===== src/rtl/vp_pkg.sv =====
`default_nettype none
// ============================================================================
//  Module   : vp_pkg
//  Brief    : Precision-mode encodings, lane geometry and FSM state type shared
//             by the variable-precision result serializer.
//  Revision : 1.0 - initial release
// ============================================================================
package vp_pkg;

  localparam logic [1:0] MODE_4B  = 2'b00;
  localparam logic [1:0] MODE_8B  = 2'b01;
  localparam logic [1:0] MODE_16B = 2'b10;
  localparam logic [1:0] MODE_INV = 2'b11;

  localparam int unsigned c_entry_w     = 66;
  localparam int unsigned c_lane_stride = 16;

  typedef enum logic [0:0] {
    ST_IDLE = 1'b0,
    ST_EMIT = 1'b1
  } ser_state_e;

  function automatic logic [2:0] lane_count(input logic [1:0] mode);
    case (mode)
      MODE_4B:  lane_count = 3'd4;
      MODE_8B:  lane_count = 3'd2;
      MODE_16B: lane_count = 3'd1;
      default:  lane_count = 3'd0;
    endcase
  endfunction

  function automatic logic [5:0] lane_width(input logic [1:0] mode);
    case (mode)
      MODE_4B:  lane_width = 6'd8;
      MODE_8B:  lane_width = 6'd16;
      MODE_16B: lane_width = 6'd32;
      default:  lane_width = 6'd0;
    endcase
  endfunction

  // Narrow lanes sit on a 16-bit stride regardless of their width.
  function automatic logic [5:0] lane_offset(input logic [1:0] idx);
    lane_offset = {idx, 4'b0000};
  endfunction

  function automatic logic [31:0] lane_extract(input logic [63:0] data,
                                               input logic [1:0]  mode,
                                               input logic [1:0]  idx);
    logic [31:0] shifted;
    logic [31:0] mask;
    shifted      = 32'(data >> lane_offset(idx));
    // A 32-bit shift by 32 wraps to zero, so the 32-bit lane mask becomes all ones.
    mask         = (32'd1 << lane_width(mode)) - 32'd1;
    lane_extract = shifted & mask;
  endfunction

endpackage
`default_nettype wire


===== src/rtl/vp_result_fifo.sv =====
`default_nettype none
// ============================================================================
//  Module   : vp_result_fifo
//  Brief    : Synchronous FIFO holding {mode, result} entries; head is read
//             straight from the storage registers.
//  Revision : 1.0 - initial release
// ============================================================================
module vp_result_fifo #(
  parameter int unsigned DEPTH = 4,
  parameter int unsigned WIDTH = 66
) (
  input  logic                     clk,
  input  logic                     rst,
  input  logic                     push,
  input  logic                     pop,
  input  logic [WIDTH-1:0]         wdata,
  output logic [WIDTH-1:0]         head,
  output logic                     full,
  output logic                     empty,
  output logic [$clog2(DEPTH):0]   count
);

  localparam int unsigned c_ptr_w = $clog2(DEPTH);
  localparam logic [c_ptr_w:0] c_full_count = {1'b1, {c_ptr_w{1'b0}}};

  logic [WIDTH-1:0]   r_mem [DEPTH];
  logic [c_ptr_w-1:0] r_wr_ptr;
  logic [c_ptr_w-1:0] r_rd_ptr;
  logic [c_ptr_w:0]   r_count;
  logic               w_push_ok;
  logic               w_pop_ok;

  // A push into a full FIFO is dropped even if a pop frees a slot this cycle.
  assign w_push_ok = push && (r_count != c_full_count);
  assign w_pop_ok  = pop && (r_count != '0);

  assign full  = (r_count == c_full_count);
  assign empty = (r_count == '0);
  assign count = r_count;
  assign head  = r_mem[r_rd_ptr];

  always_ff @(posedge clk) begin
    if (w_push_ok) begin
      r_mem[r_wr_ptr] <= wdata;
    end
  end

  always_ff @(posedge clk or posedge rst) begin
    if (rst) begin
      r_wr_ptr <= '0;
      r_rd_ptr <= '0;
      r_count  <= '0;
    end else begin
      if (w_push_ok) begin
        r_wr_ptr <= r_wr_ptr + 1'b1;
      end
      if (w_pop_ok) begin
        r_rd_ptr <= r_rd_ptr + 1'b1;
      end
      case ({w_push_ok, w_pop_ok})
        2'b10:   r_count <= r_count + 1'b1;
        2'b01:   r_count <= r_count - 1'b1;
        default: r_count <= r_count;
      endcase
    end
  end

endmodule
`default_nettype wire


===== src/rtl/vp_result_serializer.sv =====
`default_nettype none
// ============================================================================
//  Module   : vp_result_serializer
//  Brief    : Buffers packed multiply results and emits one zero-extended
//             sub-product per handshake with lane index and last flag.
//  Revision : 1.0 - initial release
// ============================================================================
module vp_result_serializer
  import vp_pkg::*;
#(
  parameter int unsigned FIFO_DEPTH = 4
) (
  input  logic        clk,
  input  logic        rst,
  input  logic        valid_in,
  input  logic [63:0] result,
  input  logic [1:0]  mode,
  output logic        in_full,
  output logic        out_valid,
  input  logic        out_ready,
  output logic [31:0] out_data,
  output logic [1:0]  out_lane,
  output logic        out_last,
  output logic [1:0]  out_mode,
  output logic        overflow,
  output logic        err_mode
);

  localparam int unsigned c_cnt_w = $clog2(FIFO_DEPTH) + 1;
  localparam logic [c_cnt_w-1:0] c_full_count = {1'b1, {(c_cnt_w-1){1'b0}}};

  logic [c_entry_w-1:0] w_fifo_head;
  logic                 w_fifo_full;
  logic                 w_fifo_empty;
  logic [c_cnt_w-1:0]   w_fifo_count;
  logic                 w_fifo_pop;
  logic [1:0]           w_head_mode;
  logic [63:0]          w_head_data;

  ser_state_e  r_state;
  ser_state_e  w_state_nx;
  logic [63:0] r_hold_data;
  logic [63:0] w_hold_data_nx;
  logic [1:0]  r_hold_mode;
  logic [1:0]  w_hold_mode_nx;
  logic [1:0]  r_idx;
  logic [1:0]  w_idx_nx;
  logic        w_err_nx;

  logic        w_valid_nx;
  logic [31:0] w_data_nx;
  logic [1:0]  w_lane_nx;
  logic        w_last_nx;
  logic [1:0]  w_mode_nx;

  vp_result_fifo #(
    .DEPTH (FIFO_DEPTH),
    .WIDTH (c_entry_w)
  ) u_fifo (
    .clk   (clk),
    .rst   (rst),
    .push  (valid_in),
    .pop   (w_fifo_pop),
    .wdata ({mode, result}),
    .head  (w_fifo_head),
    .full  (w_fifo_full),
    .empty (w_fifo_empty),
    .count (w_fifo_count)
  );

  assign w_head_mode = w_fifo_head[65:64];
  assign w_head_data = w_fifo_head[63:0];
  assign in_full     = (w_fifo_count == c_full_count);

  always_comb begin
    w_state_nx     = r_state;
    w_hold_data_nx = r_hold_data;
    w_hold_mode_nx = r_hold_mode;
    w_idx_nx       = r_idx;
    w_fifo_pop     = 1'b0;
    w_err_nx       = 1'b0;

    case (r_state)
      ST_IDLE: begin
        if (!w_fifo_empty) begin
          w_fifo_pop = 1'b1;
          if (w_head_mode == MODE_INV) begin
            w_err_nx = 1'b1;
          end else begin
            w_hold_data_nx = w_head_data;
            w_hold_mode_nx = w_head_mode;
            w_idx_nx       = 2'd0;
            w_state_nx     = ST_EMIT;
          end
        end
      end
      ST_EMIT: begin
        if (out_ready) begin
          if (!out_last) begin
            w_idx_nx = r_idx + 2'd1;
          end else if (!w_fifo_empty && (w_head_mode != MODE_INV)) begin
            // Chain straight into the next word so there is no bubble.
            w_fifo_pop     = 1'b1;
            w_hold_data_nx = w_head_data;
            w_hold_mode_nx = w_head_mode;
            w_idx_nx       = 2'd0;
          end else begin
            w_state_nx = ST_IDLE;
          end
        end
      end
      default: begin
        w_state_nx = ST_IDLE;
      end
    endcase
  end

  // Output values are computed from the next-cycle holding state and then registered.
  always_comb begin
    w_valid_nx = (w_state_nx == ST_EMIT);
    w_data_nx  = 32'd0;
    w_lane_nx  = 2'd0;
    w_last_nx  = 1'b0;
    w_mode_nx  = 2'd0;
    if (w_valid_nx) begin
      w_data_nx = lane_extract(w_hold_data_nx, w_hold_mode_nx, w_idx_nx);
      w_lane_nx = w_idx_nx;
      w_last_nx = ({1'b0, w_idx_nx} == (lane_count(w_hold_mode_nx) - 3'd1));
      w_mode_nx = w_hold_mode_nx;
    end
  end

  always_ff @(posedge clk or posedge rst) begin
    if (rst) begin
      r_state     <= ST_IDLE;
      r_hold_data <= 64'd0;
      r_hold_mode <= 2'd0;
      r_idx       <= 2'd0;
      out_valid   <= 1'b0;
      out_data    <= 32'd0;
      out_lane    <= 2'd0;
      out_last    <= 1'b0;
      out_mode    <= 2'd0;
      overflow    <= 1'b0;
      err_mode    <= 1'b0;
    end else begin
      r_state     <= w_state_nx;
      r_hold_data <= w_hold_data_nx;
      r_hold_mode <= w_hold_mode_nx;
      r_idx       <= w_idx_nx;
      out_valid   <= w_valid_nx;
      out_data    <= w_data_nx;
      out_lane    <= w_lane_nx;
      out_last    <= w_last_nx;
      out_mode    <= w_mode_nx;
      err_mode    <= w_err_nx;
      if (valid_in && w_fifo_full) begin
        overflow <= 1'b1;
      end
    end
  end

endmodule
`default_nettype wire


===== config.mk =====
export PLATFORM = sky130hd
export DESIGN_NAME = vp_result_serializer
export DESIGN_NICKNAME = d
export VERILOG_FILES = /design/src/rtl/vp_pkg.sv /design/src/rtl/vp_result_fifo.sv /design/src/rtl/vp_result_serializer.sv
export SDC_FILE = /design/constraint.sdc
export NUM_CORES = 1
export LEC_CHECK = 0
export CAP_MARGIN = 5
export CORE_ASPECT_RATIO = 1.2
export CORE_MARGIN = 2
export CORE_UTILIZATION = 45
export DETAILED_ROUTE_END_ITERATION = 8
export GPL_TIMING_DRIVEN = 0
export SYNTH_ARGS = -nofsm -noshare
export SYNTH_HDL_FRONTEND = slang
export SYNTH_HIERARCHICAL = 1
export SYNTH_SLANG_ARGS = --single-unit

===== constraint.sdc =====
create_clock -name clk -period 6.75 [get_ports clk]
set_input_delay 1.35 -clock clk [delete_from_list [all_inputs] [get_ports clk]]
set_output_delay 1.35 -clock clk [all_outputs]
set_load 0.005 [all_outputs]

==> results list, run 1 <==
* Result of the run: finished, final reports clean
- around 110 I/O pins were placed.
* Worst Hold Launch: overflow
- Power spread over the standard cell area amounts to between 400 and 500 mW/mm^2.
- The sequential cells in the finished layout cover a total of 0.01081 sq mm.
- The tree built by TritonCTS fans out to 379 sinks.
* Area share of the largest cell type after synthesis: 54.05%
- After synthesis, the largest family of logic cells by area is multiplexers.
- Clock tree synthesis selected as its root buffer the cell sky130_fd_sc_hd__clkbuf_16.
- After global routing the overflow that remains totals 0.
* Worst-case setup margin in the final layout: 3.036 ns
- From left edge to right edge, the die measures 168.8 um.
- Along the worst hold path, the cell count comes to 1.
- Endpoint of the most critical register-to-register path: out_data[17]
- After clock tree synthesis, the repair step resized 0 gates.
- Share of the synthesized area in compound gates (AO/OA/AOI/OAI): 3.310%
* Clock skew after layout: 0.01557 ns
* Worst-skew pair later-pin latency: roughly 0.53 ns
- Number of buffers created by CTS: 38
* Total DRC errors in the routed layout: 0
- In this run the deepest clock path goes through 3 buffers.
- Util after Layout: 54.87%
* Busiest grt layer: met2
- Number of synthesized flops with an enable pin: approximately 260
- Critical-path maximum fanout: 7
- After detailed routing, the average wire length per cell comes to 22.08 um.
- Area growth syn-to-layout: 20.33%
- Final #Nets: between 1,000 and 1,500
- Footprint of the multi-input gates: 0.003457 sq mm
- The synthesized netlist devotes under 10% of its cell area to simple gates.
* Slew Limit Headroom: 51.34%
* Standard-cell rows: 72
- After Yosys synthesis, XOR and XNOR cells account for 0.4777% of the synthesized area.
* Crit path DAT: a little over 4 ns
* CP peak stage delay: 0.55 ns
- Among all flip-flop cells after synthesis, the most frequent one is sky130_fd_sc_hd__edfxtp_1.
- In the global route stage, met2 resource usage came out at 30.43%.
- Worst Tran Pin Value: about 0.72 ns
* Post-DRT Antenna Nets: 0
- Vias/cell: roughly 5.4
* Die area: 0.03406 sq mm
* Worst Setup End Kind: flop
- Share of the yosys chip area belonging to registers: 73.67%
- Standard cell core area: around 0.032 sq mm
- The worst-case IR drop observed on VDD is 0.0002368 V.
- Die Height: approximately 200 um
- In this run the critical register-to-register path is launched from u_fifo/r_rd_ptr[1].
* Mapped Nets: 900
- # fillers: 2,541
* Startpoint type of the worst setup path: input pin
* Finish-stage setup viols: 0
* Synth Instances: 821
- Count of warnings emitted by yosys: 6
- Post-CTS Repair Setup Buffers: 0
- Mean instance size in the synthesized netlist: 17.86 sq um
- Largest net degree at the start of global routing: 60
- Via count of the first global-routing pass: just under 8,000
* Worst reg-to-reg setup slack: 3.15 ns
- Main area contributors after synthesis: sky130_fd_sc_hd__edfxtp_1 (54%), sky130_fd_sc_hd__dfrtp_1 (20%), sky130_fd_sc_hd__mux4_2 (10%)
* Non-filler cells in the finished layout: between 1,000 and 1,500
* Dpl hpwl: 21.05 mm
- Wires add up to 31.21 mm.
- Among cell families on the critical path, the largest total delay comes from compound AO/OA/AOI/OAI gates.
- In this run the number of H-tree levels came out at 2.
* Setup slack after placement: ~2.6 ns
* Distinct cell type count of the synthesized netlist: 45
* Length in cells of the worst reg-to-reg path: 8
- Walking the worst path, the cells encountered are clkdlybuf4s50_1 -> a21boi_1 -> nor3_1 -> o21bai_1 -> ha_1 -> or3b_1 -> buf_2 -> o32ai_1.
* Number of antenna violations at the first check in global routing: 0
- The synthesized design contains ~380 register bits.
- Hold Path End: overflow
- Synth area leader: sky130_fd_sc_hd__edfxtp_1
- Share of cell area taken by muxes after synthesis: 13.69%
* Met1 GRT Util: between 20% and 30%
- Tot GR Track Use: a little under a fifth
- The worst hold path belongs to the class reg -> reg.
- Hold Fails Final Rpt: 0
- Wire length of the first global-routing pass: 47.68 mm
- After the first detailed-routing iteration, the DRC count stood at 627.
- The number of max-slew violations in the final report is 0.
- Fraction of the mapped netlist area in adder cells: 0.8190%
* Required arrival time at the worst endpoint: 7.11 ns
* Post-route minimum period: around 3.7 ns
- The tool flagged a number of max-cap violations equal to 0.
* Initial core utilization: 45.60%
- For met3 alone, demand over resource in global routing was 3.009%.
* Crit path kind: in -> reg
- The slowest stage of the critical path belongs to the cell sky130_fd_sc_hd__clkdlybuf4s50_1.
* CTS tree: built
* Via total after detailed routing: 7,587
- Sorting the synthesized cells by how often they occur yields sky130_fd_sc_hd__edfxtp_1 (264), sky130_fd_sc_hd__dfrtp_1 (115), sky130_fd_sc_hd__nand2_1 (100), sky130_fd_sc_hd__mux4_2 (66), sky130_fd_sc_hd__inv_1 (44).
* Bufs and invs on worst path: 2
* Weighted congestion reported at the end of routability-driven placement: 0.8492
* Achievable Freq: 269.2 MHz
- Setup repair after global routing missed its margin: no
- Count of hold-fix buffers inserted at cts: 0
- Asr flop ratio synth: 30.34%
* Instance count after placement with tap cells included: about 1,300
* Number of antenna repair diodes: 0
- Final period utilization: 55.03%
* Number of buffer cells added on primary ports: 110
- The first detailed-routing pass took 5 iterations.
- Dominant cell by count in the synthesized netlist: sky130_fd_sc_hd__edfxtp_1
- Sum of negative setup slack: 0 ns
- Clock input transition at the sequential cells of the worst setup and hold paths: 0.06 ns
* Netlist area before placement: 0.01467 sq mm
- Summed over all cells, the static leakage comes to around 6.5 nW.
- Fraction of final layout cells sized beyond drive strength 1: a little under a fifth
[sequential cells by signal (all words and copies together), names as in the netlist]
name / flops
overflow: 1
r_idx: 2
r_hold_mode: 2
u_fifo/r_mem: 264
u_fifo/r_wr_ptr: 2
u_fifo/r_rd_ptr: 2
out_data: 32
out_lane: 2
r_state: 1
u_fifo/count: 3
out_mode: 2
err_mode: 1
out_last: 1
r_hold_data: 64
[worst max path at each step]
stage                         start      endpoint  slack [ns]  cells past startpoint
after floorplan                 rst      err_mode        2.55                      1
after global placement          rst  out_data[25]        0.86                      2
after detailed placement  out_ready  out_data[17]        2.59                      8
after CTS                 out_ready  out_data[17]        3.11                      8
after global routing      out_ready  out_data[17]        2.94                      8
final                     out_ready  out_data[17]        3.04                      8
[layout by cell type, fill, tap and decap left out, drive strengths merged, types with 17 or more instances in the layout]
cell type,n
mux4,66
dfrtp,115
edfxtp,264
nor2,26
mux2,17
mux2i,33
nand2,100
buf,29
inv,44
clkdlybuf4s50,110
clkbuf,71
[layer usage]
metal | part of all wire [%] | vias to the layer above
li1 | - | 3437
met1 | 44 | 3916
met2 | 49 | 193
met3 | 4.6 | 41
met4 | 1.9 | 0
met5 | 0 | -
[power breakdown]
group | internal, mW | switching (mW) | total, mW
sequential | 3.16 | 0.224 | 3.39
combinational | 1.25 | 1.60 | 2.86
clock | 1.23 | 0.848 | 2.08
total | 5.65 | 2.68 | 8.32
[worst reg2reg max path: cells and delay by family (launching register included)]
family / cells / cell delay, ns
buffers and inverters: 2 / 0.96
muxes: 1 / 0.47
DFF: 1 / 0.45
and+or+nand+nor: 2 / 0.50
AOI/OAI and AO/OA: 3 / 1.07
[layout make-up]
class	count	share of cell area [%]
Clock buffer	56	6.359
Buffer	39	1.411
Multi-Input combinational cell	359	19.59
Tap cell	407	2.885
Sequential cell	379	61.23
Clock inverter	14	0.7302
Timing Repair Buffer	115	6.849
Inverter	44	0.9500
[through the flow]
| step | total power, mW | hold slack (ns) | instance area, sq um |
|---|---|---|---|
| after floorplan | 5.282 | 0.4378 | 14670 |
| after global routing | 8.769 | 0.4999 | 17650 |
| after detailed placement | 6.315 | 0.4480 | 16400 |
| after global placement | 6.293 | 0.4452 | 16280 |
| after CTS | 8.423 | 0.4672 | 17650 |
| final | 8.325 | 0.4622 | 17650 |
[cell families (layout without fill, tap and decap cells)]
| logic type | Yosys count | in the layout |
|---|---|---|
| AOI/OAI and AO/OA | 59 | 59 |
| adders and majority gates | 9 | 9 |
| DFF | 379 | 379 |
| and+or+nand+nor | 167 | 167 |
| buffers and inverters | 83 | 268 |
| muxes | 116 | 116 |
| xor gates and xnor gates | 8 | 8 |
No activity file was read; power rests on OpenSTA's default activity.
==> run 2, diff against run 1 <==
--- a/config.mk
+++ b/config.mk
@@ -11,6 +11,7 @@
 export CORE_UTILIZATION = 45
 export DETAILED_ROUTE_END_ITERATION = 8
 export GPL_TIMING_DRIVEN = 0
+export PLACE_DENSITY = 0.66
 export SYNTH_ARGS = -nofsm -noshare
 export SYNTH_HDL_FRONTEND = slang
 export SYNTH_HIERARCHICAL = 1
==> constraint.sdc (replaced) <==
create_clock -name clk -period 3.1 [get_ports clk]
set_input_delay 0.62 -clock clk [delete_from_list [all_inputs] [get_ports clk]]
set_output_delay 0.62 -clock clk [all_outputs]
set_load 0.005 [all_outputs]
==> run 2 against run 1 <==
Critical path depth rose by 3. Global-route usage fell by 0.29 points. Utilization rose by 0.96 points. Critical path type is now reg -> reg. Worst hold slack got worse by 0.083 ns. Combinational power rose by 140%.
==> results list, run 2 (synthesis results as in run 1) <==
* Most frequent standard cell in the layout excluding fill and tap cells: sky130_fd_sc_hd__edfxtp_1
- The die span in y came to 201.8 um (unchanged).
* Finish-stage setup viols: 0 (unchanged)
- The number of cells in the design after placement was 1,345 (+0.15%).
* Standard-cell rows: 72 (unchanged)
- Startpoint type of the worst setup path: flop
- CP peak stage delay: 0.57 ns (+0.02 ns)
- Share of power burned in the clock network: 23.9% (-1.1 points)
- # fillers: 2,437 (-4.1%)
- The core area was 0.03216 sq mm (unchanged).
- Bufs and invs on worst path: 5 (+3)
- Initial DRC Count: 667 (+6.4%)
- The fraction of final layout cells with drive strength greater than 1 was 21.36% (+3.0 points).
* Most used cells in the layout excluding fill and tap cells: sky130_fd_sc_hd__edfxtp_1 (264), sky130_fd_sc_hd__dfrtp_1 (115), sky130_fd_sc_hd__clkdlybuf4s50_1 (110)
- CTS sink cnt: 379 (unchanged)
- The initial antenna violation count is 0 (unchanged).
- The number of I/O port buffers is 110 (unchanged).
- Via count of the first global-routing pass: 7,807 (+0.80%)
- The clock input transition at the sequential cells of the worst setup and hold paths came to 0.07 ns (about the same).
- Slew Limit Headroom: 52.55% (+1.2 points)
* Clock root cell: sky130_fd_sc_hd__clkbuf_16
- Dpl hpwl: 20.86 mm (-0.87%)
* Number of detailed-routing iterations run before antenna repair: 5 (unchanged)
- The worst vdd rail ir drop was 0.0006104 V (+160%).
- Achievable Freq: 336.8 MHz
- Vias/cell: 5.375 (about the same)
- Counting flops per register, the top entry is u_fifo/r_mem.
* Critical-path maximum fanout: 8 (+1)
- The flow ran to the end, and the final reports show no timing, DRC or antenna violations.
* Endpoint of the most critical register-to-register path: out_data[18]
- The final wirelength was 31.07 mm (-0.43%).
* Cell leakage power: 6.648 nW (+1.8%)
- Power Density: 1036 mW/mm^2 (+120%)
- The worst path needs 2.969 ns of the cycle, external delays included.
- Setup repair after global routing missed its margin: no
* Required arrival time at the worst endpoint: 3.47 ns (-3.64 ns)
- CTS tree: built
- The number of max-cap violations is 0 (unchanged).
- The final net count came to 1,066 (+1.0%).
- Worst-case setup margin in the final layout: 0.1308 ns (-2.905 ns)
- The combinational fraction of design power came to 36.3% (+2.0 points).
- The antenna diode count came to 0 (unchanged).
- Number of buffers created by CTS: 37 (-2.6%)
- The number of max-slew violations in the final report is 0 (unchanged).
* Initial core utilization: 45.60% (unchanged)
* Total grt overflow: 0 (unchanged)
* Worst-skew pair later-pin latency: 0.52 ns (about the same)
- The worst setup path is captured at a flop.
- Largest register FFs: 264 (unchanged)
* Switching part of the total: 32.64% (+0.49 points)
- Among cell families on the critical path, the largest total delay comes from compound AO/OA/AOI/OAI gates.
* R2R Path Start: u_fifo/r_rd_ptr[0]
- Length in cells of the worst reg-to-reg path: 11 (+3)
- The buffer depth of the longest clock path was 3 (unchanged).
* Worst Hold Margin: 0.3788 ns (-0.08338 ns)
- The number of top-level design ports was 111 (unchanged).
* Clock skew after layout: 0.01297 ns (-0.002603 ns)
- The total via count in the routed design is 7,648 (+0.80%).
- The min-delay analysis places its worst path in the category in -> async.
* Post-DRT Antenna Nets: 0 (unchanged)
* Non-filler cells in the finished layout: 1,423 (+0.71%)
- For this design, the slowest cell found on the critical path is sky130_fd_sc_hd__mux4_2.
- The largest registers in the layout are u_fifo/r_mem (264), r_hold_data (64), out_data (32).
- Reported net switching power: 6.074 mW (+130%)
* Width of the die: 168.8 um (unchanged)
* Wire length of the first global-routing pass: 47.24 mm (-0.91%)
- The remaining routing DRC violations came to 0 (unchanged).
- The final cell utilization of the core was 55.83% (+0.96 points).
* Flop pwr share: 39.8% (-0.9 points)
- Cell-by-cell trace of the critical path: buf_6 -> buf_12 -> buf_12 -> mux4_2 -> a21oi_4 -> nor2_1 -> a21o_1 -> buf_4 -> or3b_1 -> buf_6 -> o32ai_2
- The cell-internal power is 12.54 mW (+120%).
* Setup slack after placement: -0.4583 ns (-3.053 ns)
- Crit path DAT: 3.34 ns (-0.74 ns)
* Post-route total power: 18.61 mW (+120%)
- The number of endpoints with negative hold slack in the final report is 0 (unchanged).
* Largest net degree at the start of global routing: 39 (-35%)
- Maximum level of the CTS H-tree: 2 (unchanged)
- Crit path kind: reg -> reg
* Crit. Startpoint: u_fifo/r_rd_ptr[0]
* Final period utilization: a little over nine tenths
- The slew of the pin with the lowest slew margin is 0.7118 ns (-0.01257 ns).
- Tot GR Track Use: 18.54% (-0.29 points)
* Worst reg-to-reg setup slack: 0.13 ns (-3.02 ns)
- The area of the die is 0.03406 sq mm (unchanged).
- Routed wire length per instance: 21.83 um (-1.1%)
* Weighted congestion reported at the end of routability-driven placement: 0.8639 (+1.7%)
- Area growth syn-to-layout: 22.43%
[run 2: how the worst max path moves through the flow]
stage	endpoint	cells after the start
3_5_place_dp	out_data[18]	8
5_1_grt	u_fifo/count[2]	14
2_1_floorplan	u_fifo/r_mem[2][0]	2
3_3_place_gp	u_fifo/r_mem[2][12]	3
6_report	out_data[18]	11
4_1_cts	u_fifo/count[2]	14
[run 2: repair_timing]
item,in CTS,in global routing
setup endpoints to repair,69,31
buffers inserted,3,7
gates resized for setup,30,13
pin swaps,2,3
hold buffers,0,0
[run 2: cell type report]
cell class                 instances  area, sq um  area share (%)
tap                              407        509.2           2.836
buffer                            39        281.5           1.568
inverter                          44        168.9          0.9407
timing repair buffer             127         1324           7.372
sequential                       379        10810           60.18
clock buffer                      49         1044           5.811
clock inverter                    19        175.2          0.9755
multi-input combinational        359         3649           20.32
[run 2: metrics by stage]
| step | TNS, ns | area [sq um] |
|---|---|---|
| 6_report | 0 | 17960 |
| 5_1_grt | 0 | 17960 |
| 4_1_cts | 0 | 17830 |
| 3_5_place_dp | -7.904 | 16440 |
| 3_3_place_gp | -471.63 | 16280 |
| 2_1_floorplan | 0 | 14670 |
[run 2: power groups by stage]
stage | registers [mW] | clock network [mW] | logic [mW]
3_3_place_gp | 7.52 | 0 | 6.12
6_report | 7.40 | 4.45 | 6.76
4_1_cts | 7.39 | 4.53 | 6.60
3_5_place_dp | 7.46 | 0 | 6.29
5_1_grt | 7.51 | 4.73 | 7.24
2_1_floorplan | 7.33 | 0 | 4.18
[run 2: layer usage]
| metal | vias to the layer above | GRT usage, % | share of wire [%] |
|---|---|---|---|
| met3 | 47 | 2.990 | 5.1 |
| met5 | - | 0 | 0 |
| li1 | 3451 | - | - |
| met2 | 229 | 30.34 | 50 |
| met4 | 0 | 5.296 | 1.9 |
| met1 | 3921 | 25.97 | 43 |
==> RTL change 1: new RTL, settings of run 2 <==
`r_hold_data` and `out_data` no longer have a reset.
--- a/src/rtl/vp_result_serializer.sv
+++ b/src/rtl/vp_result_serializer.sv
@@ -133,11 +133,9 @@
   always_ff @(posedge clk or posedge rst) begin
     if (rst) begin
       r_state     <= ST_IDLE;
-      r_hold_data <= 64'd0;
       r_hold_mode <= 2'd0;
       r_idx       <= 2'd0;
       out_valid   <= 1'b0;
-      out_data    <= 32'd0;
       out_lane    <= 2'd0;
       out_last    <= 1'b0;
       out_mode    <= 2'd0;
@@ -145,11 +143,9 @@
       err_mode    <= 1'b0;
     end else begin
       r_state     <= w_state_nx;
-      r_hold_data <= w_hold_data_nx;
       r_hold_mode <= w_hold_mode_nx;
       r_idx       <= w_idx_nx;
       out_valid   <= w_valid_nx;
-      out_data    <= w_data_nx;
       out_lane    <= w_lane_nx;
       out_last    <= w_last_nx;
       out_mode    <= w_mode_nx;
@@ -160,6 +156,11 @@
     end
   end
 
+  always_ff @(posedge clk) begin
+    r_hold_data <= w_hold_data_nx;
+    out_data    <= w_data_nx;
+  end
+
 endmodule
 `default_nettype wire
 
Function: differs if rst is asserted again (counterexample within 4 cycles, from zero or initial values and one cycle with rst high); with rst held inactive, the same outputs for 4 cycles.
==> RTL change 1 against run 2 <==
Wire length decreased by 1.6%. Power rose by 1.6%. Die area shrank 3.0%. Highest routed layer unchanged. Sequential cell count stayed put. Design area shrank 2.1%. Critical path type unchanged. Largest power group unchanged. Synthesized cell count grew 0.73%. Setup slack worse by 24 ps. Synthesized area shrank 3.1%.
==> RTL change 1: results (changes against run 2) <==
- The share of synthesized area occupied by flip-flops and latches was 0.727 (was 0.737).
- The biggest fanout along the worst timing path is 10 (was 8).
- The initial DRC count came to 548 (was 667).
- Run status: completed (unchanged).
- Leading post-synthesis cells by cell area: sky130_fd_sc_hd__edfxtp_1 (56%), sky130_fd_sc_hd__dfxtp_1 (14%), sky130_fd_sc_hd__mux4_2 (10%) (was sky130_fd_sc_hd__edfxtp_1 (54%), sky130_fd_sc_hd__dfrtp_1 (20%), sky130_fd_sc_hd__mux4_2 (10%)).
- The fraction of final layout cells with drive strength greater than 1 came to 0.235 (was 0.214).
- The count of fill cells added during filler insertion was 2441 (was 2437).
- The global routing usage summed across all routing layers is 0.186 (was 0.185).
- The post-detailed-routing wire length is 30.6 mm (was 31.1 mm).
- The wire length of the first global-routing pass is 46.5 mm (was 47.2 mm).
- The worst setup slack before clock tree synthesis came to -511 ps (was -458 ps).
- The distinct cell type count after synthesis is 50 (was 45).
- The number of global-route vias before repair is 7794 (was 7807).
- The worst clock skew was 11.8 ps (was 13.0 ps).
- The via count normalized by instance count is 5.37 (about the same).
- The async set-or-reset flop fraction in the synthesized netlist is 0.0501 (was 0.303).
- The stage delay of the slowest cell on the critical path is 570 ps (about the same).
- The transition time at the pin with the least slew margin is 722 ps (was 712 ps).
- The total cell area at the placement stage came to 0.0159 mm^2 (was 0.0164 mm^2).
- The type of the worst min-delay path is input pin to async pin (unchanged).
- The final HPWL from detailed placement is 20.6 mm (was 20.9 mm).
- The per-instance average area after synthesis is 17.2 um^2 (was 17.9 um^2).
- The arrival time at the worst endpoint is 3390 ps (was 3340 ps).
- The number of placed cells counting well taps is 1341 (was 1345).
- The count of port buffers added during placement is 109 (was 110).
- The fraction of synthesized cell area taken by the top area cell type is 0.558 (was 0.541).
- The via count of the routed design is 7599 (was 7648).
- The top cell family by delay on the critical path is buffers and inverters (was compound AO/OA/AOI/OAI gates).
- The number of buffers created by CTS was 38 (was 37).
- The leakage dissipation is 6.21 nW (was 6.65 nW).
- The maximum number of pins on one net before global-route repair is 42 (was 39).
RTL change 1: cells by family after synthesis:
group,after synthesis,share of synthesized area
AOI/OAI and AO/OA,79,0.0459
xor gates and xnor gates,8,0.00493
adders and majority gates,10,0.00933
buffers and inverters,72,0.0270
DFF,379,0.727
muxes,101,0.131
and+or+nand+nor,178,0.0555
RTL change 1: repair_timing:
item,4_1_cts,5_1_grt
gates resized for setup,39,24
setup buffers,5,5
pin swaps,5,0
endpoints found under the setup margin,64,32
RTL change 1: final timing paths:
path / end / slack, ps / cells after the start
setup / recovery: out_data[4] / 110 / 11
hold / removal: u_fifo/count[1] / 380 / 2
setup reg to reg: out_data[4] / 110 / 11
hold reg to reg: r_hold_data[61] / 440 / 2
max in group asynchronous: r_idx[1] / 2300 / 2
min in group clk: r_hold_data[61] / 440 / 2
RTL change 1: final cells by class:
type	count	area, um^2	area share
Clock buffer	52	1070	0.0606
Multi-Input combinational cell	376	3840	0.219
Inverter	27	101	0.00576
Sequential cell	379	10300	0.587
Buffer	41	284	0.0162
Tap cell	401	502	0.0285
Timing Repair Buffer	123	1280	0.0726
Clock inverter	17	185	0.0105
RTL change 1: routing by layer:
| layer | routed length (um) | share of wire | track usage |
|---|---|---|---|
| met4 | 668 | 0.022 | 0.0559 |
| met2 | 15400 | 0.50 | 0.320 |
| met5 | 0 | 0 | 0 |
| met1 | 13100 | 0.43 | 0.248 |
| met3 | 1360 | 0.045 | 0.0304 |
RTL change 1: power breakdown:
group / internal [W] / total, W / leakage (nW) / switching, W
combinational: 0.00316 / 0.00690 / 2.15 / 0.00374
clock: 0.00274 / 0.00457 / 0.612 / 0.00182
sequential: 0.00693 / 0.00744 / 3.44 / 0.000506
==> RTL change 2: new RTL, flow settings as in run 2 <==
Without the edit above. Set the parameter `FIFO_DEPTH` to 8 (it was 4).
--- a/src/rtl/vp_result_serializer.sv
+++ b/src/rtl/vp_result_serializer.sv
@@ -8,7 +8,7 @@
 module vp_result_serializer
   import vp_pkg::*;
 #(
-  parameter int unsigned FIFO_DEPTH = 4
+  parameter int unsigned FIFO_DEPTH = 8
 ) (
   input  logic        clk,
   input  logic        rst,
Behaviour: no difference found for any inputs over 4 cycles, from zero or initial values and one cycle with rst high; that may be too few to reach the edited logic, so the function may still have changed.
==> RTL change 2 against run 2 <==
The run now ends with negative setup slack left. Setup slack worse by 520 ps. Power grew 73%. Design area grew 74%. Synthesized area increased by 71%. Synthesized cell count increased by 55%. Clock power is 58% higher. Wire length up 93%. Clock skew increased by 5.3 ps. Sequential cell count grew 267. First-iteration DRC count grew 72%. Cell count grew 61%. Sequential power up 62%. Non-clock buffer count increased by 98. Critical path type unchanged. Largest power group is now combinational cells.
==> RTL change 2: results (changes against run 2) <==
- The clock distribution area overhead in the final layout is 0.0590 (was 0.0679).
- Leading post-synthesis cells by cell area: sky130_fd_sc_hd__edfxtp_1 (63%), sky130_fd_sc_hd__mux4_2 (12%), sky130_fd_sc_hd__dfrtp_1 (12%) (was sky130_fd_sc_hd__edfxtp_1 (54%), sky130_fd_sc_hd__dfrtp_1 (20%), sky130_fd_sc_hd__mux4_2 (10%)).
- The xor and xnor area share after synthesis was 0.00279 (was 0.00478).
- The share of synthesized area occupied by flip-flops and latches is 0.748 (was 0.737).
- The post-CTS resize count is 111 (was 30).
- The power dissipated by switching net loads is 0.0107 W (was 0.00607 W).
- The final net count is 1610 (was 1066).
- Run status: complete, but fails checks (was completed).
- The number of buffers created by CTS is 58 (was 37).
- The critical path capture point is out_data[30] (was out_data[18]).
- The number of flops mapped to enable cells by yosys is 528 (was 264).
- The final setup violation count is 39 (was 0).
- The total cell area at the placement stage was 0.0278 mm^2 (was 0.0164 mm^2).
- The stage delay of the slowest cell on the critical path is 480 ps (was 570 ps).
- The latest clock arrival within the worst-skew pair came to 620 ps (was 520 ps).
- The data-path buffer share of cell area in the final layout was 0.0916 (was 0.0894).
- The checks that failed: negative setup slack.
- The wire length of the first global-routing pass is 86.0 mm (was 47.2 mm).
- The power consumed by combinational cells is 0.0132 W (was 0.00676 W).
- The average wire per cell in the routed design is 26.1 um (was 21.8 um).
- The post-synthesis register bit count is 646 (was 379).
- The count of multi-input combinational gates is 517 (was 359).
- The worst-case setup margin in the final layout is -390 ps (was 131 ps).
- The distinct cell type count after synthesis is 49 (was 45).
- The area growth from synthesis to layout is 24.6% (was 22.4%).
==> RTL change 2: cell count changes after synthesis, moves of 4 or more <==
cell	before	now
sky130_fd_sc_hd__and2_1	4	0
sky130_fd_sc_hd__buf_2	7	19
sky130_fd_sc_hd__buf_4	8	4
sky130_fd_sc_hd__buf_6	2	9
sky130_fd_sc_hd__clkbuf_1	15	28
sky130_fd_sc_hd__edfxtp_1	264	528
sky130_fd_sc_hd__mux2_2	17	84
sky130_fd_sc_hd__mux4_2	66	132
sky130_fd_sc_hd__nand2_1	100	106
sky130_fd_sc_hd__nor2_1	24	30
==> RTL change 2: metal layers <==
| metal | global-route usage | vias to the layer above | wire (um) |
|---|---|---|---|
| li1 | - | 5564 | - |
| met1 | 0.280 | 6831 | 23800 |
| met2 | 0.322 | 507 | 29400 |
| met3 | 0.0399 | 137 | 3950 |
| met4 | 0.0985 | 6 | 2680 |
| met5 | 0 | - | 44 |
